`src/rtl/mips_pkg.sv`:
```
// Shared MIPS pipeline definitions: control-word layout and fixed register indices.
// Imported by the MEM, decode and write-back stages.
package mips_pkg;

    localparam int CTRL_W        = 11;
    localparam int CTRL_REGWRITE = 10;
    localparam int CTRL_MEMWRITE = 9;
    localparam int CTRL_MEMCLS_HI = 5;
    localparam int CTRL_MEMCLS_LO = 3;

    localparam logic [2:0] MEMCLS_MEM = 3'b000;

    localparam int REG_ZERO     = 0;
    localparam int TEST_REG_IDX = 4;

    // True when the control word marks a load/store class operation.
    function automatic logic is_mem_class(input logic [CTRL_W-1:0] ctrl);
        return ctrl[CTRL_MEMCLS_HI:CTRL_MEMCLS_LO] == MEMCLS_MEM;
    endfunction

endpackage

```
`src/rtl/regfile_2r1w.sv`:
```
// Architectural register file: one write port, two combinational read ports with
// same-cycle write-to-read bypass. Register 0 is hardwired to zero.
module regfile_2r1w
    import mips_pkg::*;
#(
    parameter int SIZE = 32
) (
    input  logic                    clk,
    input  logic                    rst,
    input  logic                    i_we,
    input  logic [$clog2(SIZE)-1:0] i_wr_addr,
    input  logic [SIZE-1:0]         i_wr_data,
    input  logic [$clog2(SIZE)-1:0] i_rd_addr_a,
    input  logic [$clog2(SIZE)-1:0] i_rd_addr_b,
    output logic [SIZE-1:0]         o_rd_data_a,
    output logic [SIZE-1:0]         o_rd_data_b,
    output logic [SIZE-1:0]         o_test_reg
);

    localparam int AW = $clog2(SIZE);

    logic [SIZE-1:0] r_regs [SIZE];
    logic            w_wr_live;

    assign w_wr_live = i_we && (i_wr_addr != AW'(REG_ZERO));

    // NOTE: the array is cleared on reset because software relies on every register
    // reading zero after reset; this makes it flops, not a RAM macro.
    always_ff @(posedge clk or posedge rst) begin
        if (rst) begin
            for (int i = 0; i < SIZE; i++) begin
                r_regs[i] <= '0;
            end
        end else if (w_wr_live) begin
            // NOTE: non-blocking so every reader in this edge sees the old contents.
            r_regs[i_wr_addr] <= i_wr_data;
        end
    end

    // NOTE: every output gets a default first so no path through the mux infers a latch.
    always_comb begin
        o_rd_data_a = '0;
        if (i_rd_addr_a == AW'(REG_ZERO)) begin
            o_rd_data_a = '0;
        end else if (w_wr_live && (i_rd_addr_a == i_wr_addr)) begin
            o_rd_data_a = i_wr_data;
        end else begin
            o_rd_data_a = r_regs[i_rd_addr_a];
        end
    end

    always_comb begin
        o_rd_data_b = '0;
        if (i_rd_addr_b == AW'(REG_ZERO)) begin
            o_rd_data_b = '0;
        end else if (w_wr_live && (i_rd_addr_b == i_wr_addr)) begin
            o_rd_data_b = i_wr_data;
        end else begin
            o_rd_data_b = r_regs[i_rd_addr_b];
        end
    end

    assign o_test_reg = r_regs[TEST_REG_IDX];

endmodule

```
`src/rtl/wb_regfile.sv`:
```
// Write-back stage: decodes the MEM control word, commits into the register file,
// keeps a registered commit record and a retired-instruction counter.
module wb_regfile
    import mips_pkg::*;
#(
    parameter int SIZE   = 32,
    parameter int CTRL_W = mips_pkg::CTRL_W
) (
    input  logic                    clk,
    input  logic                    rst,
    input  logic [SIZE-1:0]         ALUresult_MEM,
    input  logic [$clog2(SIZE)-1:0] writeReg_MEM,
    input  logic [CTRL_W-1:0]       control_MEM,
    input  logic [$clog2(SIZE)-1:0] rdAddrA,
    input  logic [$clog2(SIZE)-1:0] rdAddrB,
    output logic [SIZE-1:0]         rdDataA,
    output logic [SIZE-1:0]         rdDataB,
    output logic                    wbValid,
    output logic [$clog2(SIZE)-1:0] wbReg,
    output logic [SIZE-1:0]         wbData,
    output logic [SIZE-1:0]         retireCount,
    output logic [SIZE-1:0]         testReg
);

    localparam int AW = $clog2(SIZE);

    logic            w_reg_write;
    logic            w_mem_write;
    logic            w_we;
    logic            w_retire;

    logic            r_wb_valid;
    logic [AW-1:0]   r_wb_reg;
    logic [SIZE-1:0] r_wb_data;
    logic [SIZE-1:0] r_retire_count;

    assign w_reg_write = control_MEM[CTRL_REGWRITE];
    assign w_mem_write = control_MEM[CTRL_MEMWRITE];

    // Stores never write registers; a write seen while reset is held is discarded,
    // which also keeps the read ports at zero throughout reset.
    assign w_we     = w_reg_write && !w_mem_write && (writeReg_MEM != AW'(REG_ZERO)) && !rst;
    assign w_retire = (control_MEM != '0);

    regfile_2r1w #(
        .SIZE (SIZE)
    ) u_regs (
        .clk         (clk),
        .rst         (rst),
        .i_we        (w_we),
        .i_wr_addr   (writeReg_MEM),
        .i_wr_data   (ALUresult_MEM),
        .i_rd_addr_a (rdAddrA),
        .i_rd_addr_b (rdAddrB),
        .o_rd_data_a (rdDataA),
        .o_rd_data_b (rdDataB),
        .o_test_reg  (testReg)
    );

    always_ff @(posedge clk or posedge rst) begin
        if (rst) begin
            r_wb_valid <= 1'b0;
            r_wb_reg   <= '0;
            r_wb_data  <= '0;
        end else begin
            r_wb_valid <= w_we;
            if (w_we) begin
                r_wb_reg  <= writeReg_MEM;
                r_wb_data <= ALUresult_MEM;
            end
        end
    end

    // Bubbles do not retire; everything else does, including stores and r0 writes.
    always_ff @(posedge clk or posedge rst) begin
        if (rst) begin
            r_retire_count <= '0;
        end else if (w_retire) begin
            r_retire_count <= r_retire_count + SIZE'(1);
        end
    end

    assign wbValid     = r_wb_valid;
    assign wbReg       = r_wb_reg;
    assign wbData      = r_wb_data;
    assign retireCount = r_retire_count;

endmodule

```
`config.mk`:
```
export PLATFORM = sky130hd
export DESIGN_NAME = wb_regfile
export DESIGN_NICKNAME = d
export VERILOG_FILES = /design/src/rtl/mips_pkg.sv /design/src/rtl/regfile_2r1w.sv /design/src/rtl/wb_regfile.sv
export SDC_FILE = /design/constraint.sdc
export NUM_CORES = 2
export LEC_CHECK = 0
export BUFFER_PORTS_ARGS = -buffer_cell sky130_fd_sc_hd__buf_4
export CAP_MARGIN = 0
export CORE_ASPECT_RATIO = 0.5
export CORE_MARGIN = 2
export CORE_UTILIZATION = 49
export CTS_BUF_LIST = sky130_fd_sc_hd__clkbuf_16
export CTS_CLUSTER_DIAMETER = 60
export DETAILED_ROUTE_END_ITERATION = 12
export HOLD_SLACK_MARGIN = 0.08
export PLACE_DENSITY = 0.66
export SYNTH_ARGS = -nofsm -noshare
export SYNTH_HDL_FRONTEND = slang
export SYNTH_HIERARCHICAL = 1
export SYNTH_SLANG_ARGS = --single-unit
```
`constraint.sdc`:
```
create_clock -name clk -period 59 [get_ports clk]
set_input_delay 11.8 -clock clk [delete_from_list [all_inputs] [get_ports clk]]
set_output_delay 11.8 -clock clk [all_outputs]
set_load 0.05 [all_outputs]
```
==> qor.yml <==
crit_path_start_kind: "input pin"
routed_via_density: 6.90
dieArea_mm2: 0.123
slew_headroom_pct: 6.44
synth_flop_cell: "dfrtp_1"
cp_slowest_stage_delay_ns: 0.77
ant_nets: 0
fin_util_pct: 54.3
grt_start_max_net_pins: 195
rows: 89
place_inst: 5728
syn_inst: 4292
post-synth-top-area-cell: "dfrtp_1"
cp_top_family: "buffers and inverters"
maxCapViolCount: 0
cts_max_level: 3
diodes: 0
syn_avg_cell_area_um2: 13.8
synth_fp_nets: 4353
hold_path_class: "flop to flop"
status: "completed"
grt_pass1_wl_mm: 294
io_pins: 226
grtUsageTotal_pct: 32.7
finalHoldViolations: 0
p_leak_nw: 30.0
layout.nets: 4304
post_cts_resized: 0
totalPowerFinal_w: 0.00185
vias: 40800
grt_pass1_vias: 41000
multi_input_area_mm2: 0.0292
dpl.hpwl_mm: 119
critPathKind: "input pin to output pin"
wl_per_cell_um: 34.4
setup_viol: 0
ys_seq_elements: 1094
cts_setup_buffers: 0
antenna_found_initial: 4
critPathCaptureType: "output pin"
max_freq_ghz: 0.0353
synth_area_leaders: "dfrtp_1, mux2_2, mux4_2"
worstMarginPinSlew_ns: 1.40
path_common_cell: "buf_4"
drive_above_1_share_pct: 44.7
path_buf_inv: 8
synth_top_area_share_pct: 46.4
worstPathArrival_ns: 16.56
portBuffers: 225
rrSetupSlack_ns: 57.14
firstDrtPassIters: 5
wirelength_mm: 203
preCtsSetupSlack_ns: 30.56
cp.required_ns: 47.20
clock_sinks: 1094
cts_tree: "done"
vdd_drop_max_uv: 22.9
fp.dieW_um: 495
regArea_mm2: 0.0274
fin_crit_sh_pct: 48.1
tns_ns: 0
stdcell_count: 5916
top_register: "u_regs/r_regs"
path_clk_slew_ns: 0.06
seq_area_frac_synth_pct: 46.4
synthToLayoutAreaGrowth_pct: 9.27
setup_ws_ns: 30.64
layout_min_cycle_time_ns: 28.36
ys_warn_count: 6
cts_root_buf: "clkbuf_16"
grt_overflow: 0
largest_reg_flops: 992
mostFrequentLayoutCells: "dfrtp_1, mux2_2, mux4_2"
syn-cell-area_mm2: 0.0590
powerDensity_mw_per_mm2: 28.7
first_iter_violations: 5181
clk_path_buf_depth: 3
initial_core_util_pct: 49.7
layout_commonest_cell: "dfrtp_1"
skew_ns: 0.00694
postCtsHoldBufs: 0
die_h_um: 249
cp_cell_sequence: "buf_6 -> buf_4 -> buf_4 -> buf_4 -> nor4_2 -> buf_4 -> or3_1 -> buf_4 -> inv_1 -> a221o_1 -> buf_4"
synth_cell_types: 73
gp_congestion: 0.877
clock_latency_ns: 0.70
num-fill-cells: 9804
cts_made_buffers: 104
synth_edf_count: 0
async_reset_ff_share_pct: 100
drc: 0
final_max_slew_viol_count: 0
slowest_stage: "buf_4"
core_area_mm2: 0.119
rsz0062_at_grt: "false"
cp_max_fo: 56
[routing by layer]
layer | vias to the layer above | share of wire, % | GRT usage, % | wire length (um)
met5 | - | 0.0074 | 0 | 15
met4 | 2 | 4.0 | 11.9 | 8070
met3 | 496 | 12 | 9.81 | 23500
met2 | 2435 | 44 | 47.5 | 88600
met1 | 21700 | 41 | 46.5 | 83100
li1 | 16100 | - | - | -
[worst register-to-register path: stages, from the launching register on]
cell,delay (ns)
dfrtp_1,0.42
and4_1,0.28
nand4_1,0.13
nor3b_2,0.55
nand4_1,0.20
xnor2_1,0.17
[area by class of cell]
type	count	share of cell area, %
clock buffer	108	4.19
inverter	10	0.0737
sequential	1094	42.4
multi-input combinational	2705	45.3
timing repair buffer	328	3.98
tap	1592	3.09
clock inverter	79	0.935
[kinds of logic after synthesis]
| family | after synthesis | share of synthesized area [%] |
|---|---|---|
| buf+inv | 493 | 4.49 |
| mux | 1725 | 39.2 |
| simple gates | 521 | 4.25 |
| compound gates | 417 | 5.04 |
| xor+xnor | 41 | 0.608 |
| flops | 1094 | 46.4 |
| fa+ha+maj | 1 | 0.0212 |
[where the power goes]
group	total, W	switching (W)	internal (W)	leakage, nW
Combinational	0.000319	0.000184	0.000135	13.4
Clock	0.000673	0.000303	0.000369	1.69
Sequential	0.000861	0.0000497	0.000812	14.8
[stage by stage]
| step | instance area, um^2 | hold WS (ns) |
|---|---|---|
| after CTS | 64500 | 0.398 |
| after global placement | 61200 | 0.376 |
| after floorplan | 59000 | 0.438 |
| after detailed placement | 61200 | 0.384 |
| final | 64500 | 0.397 |
| after global routing | 64500 | 0.409 |
[final timing paths]
path                                             to           startpoint  cells past startpoint
worst min register to register  u_regs/r_regs[1021]  u_regs/r_regs[1021]                      0
worst max register to register      retireCount[30]      retireCount[10]                      5
min in group asynchronous         u_regs/r_regs[51]                  rst                      2
worst min-delay path            u_regs/r_regs[1021]  u_regs/r_regs[1021]                      0
worst max-delay path                    rdDataA[18]           rdAddrA[1]                     11
max in group asynchronous        u_regs/r_regs[993]                  rst                      7
[synthesized netlist by cell type (17+ instances only)]
library cell / instances
mux2i_1: 333
xnor2_1: 32
nand2_1: 199
a22o_1: 22
a22oi_1: 60
buf_6: 25
buf_1: 57
o211ai_1: 27
dfrtp_1: 1094
and2_1: 17
o21ai_0: 37
o22ai_1: 56
buf_2: 127
mux2_2: 1026
nor3_1: 72
buf_4: 77
a21oi_1: 61
clkbuf_1: 185
nor2_1: 107
a221oi_1: 39
nand3_1: 19
mux4_2: 359
a211oi_1: 51
No activity file was read; power rests on OpenSTA's default activity.
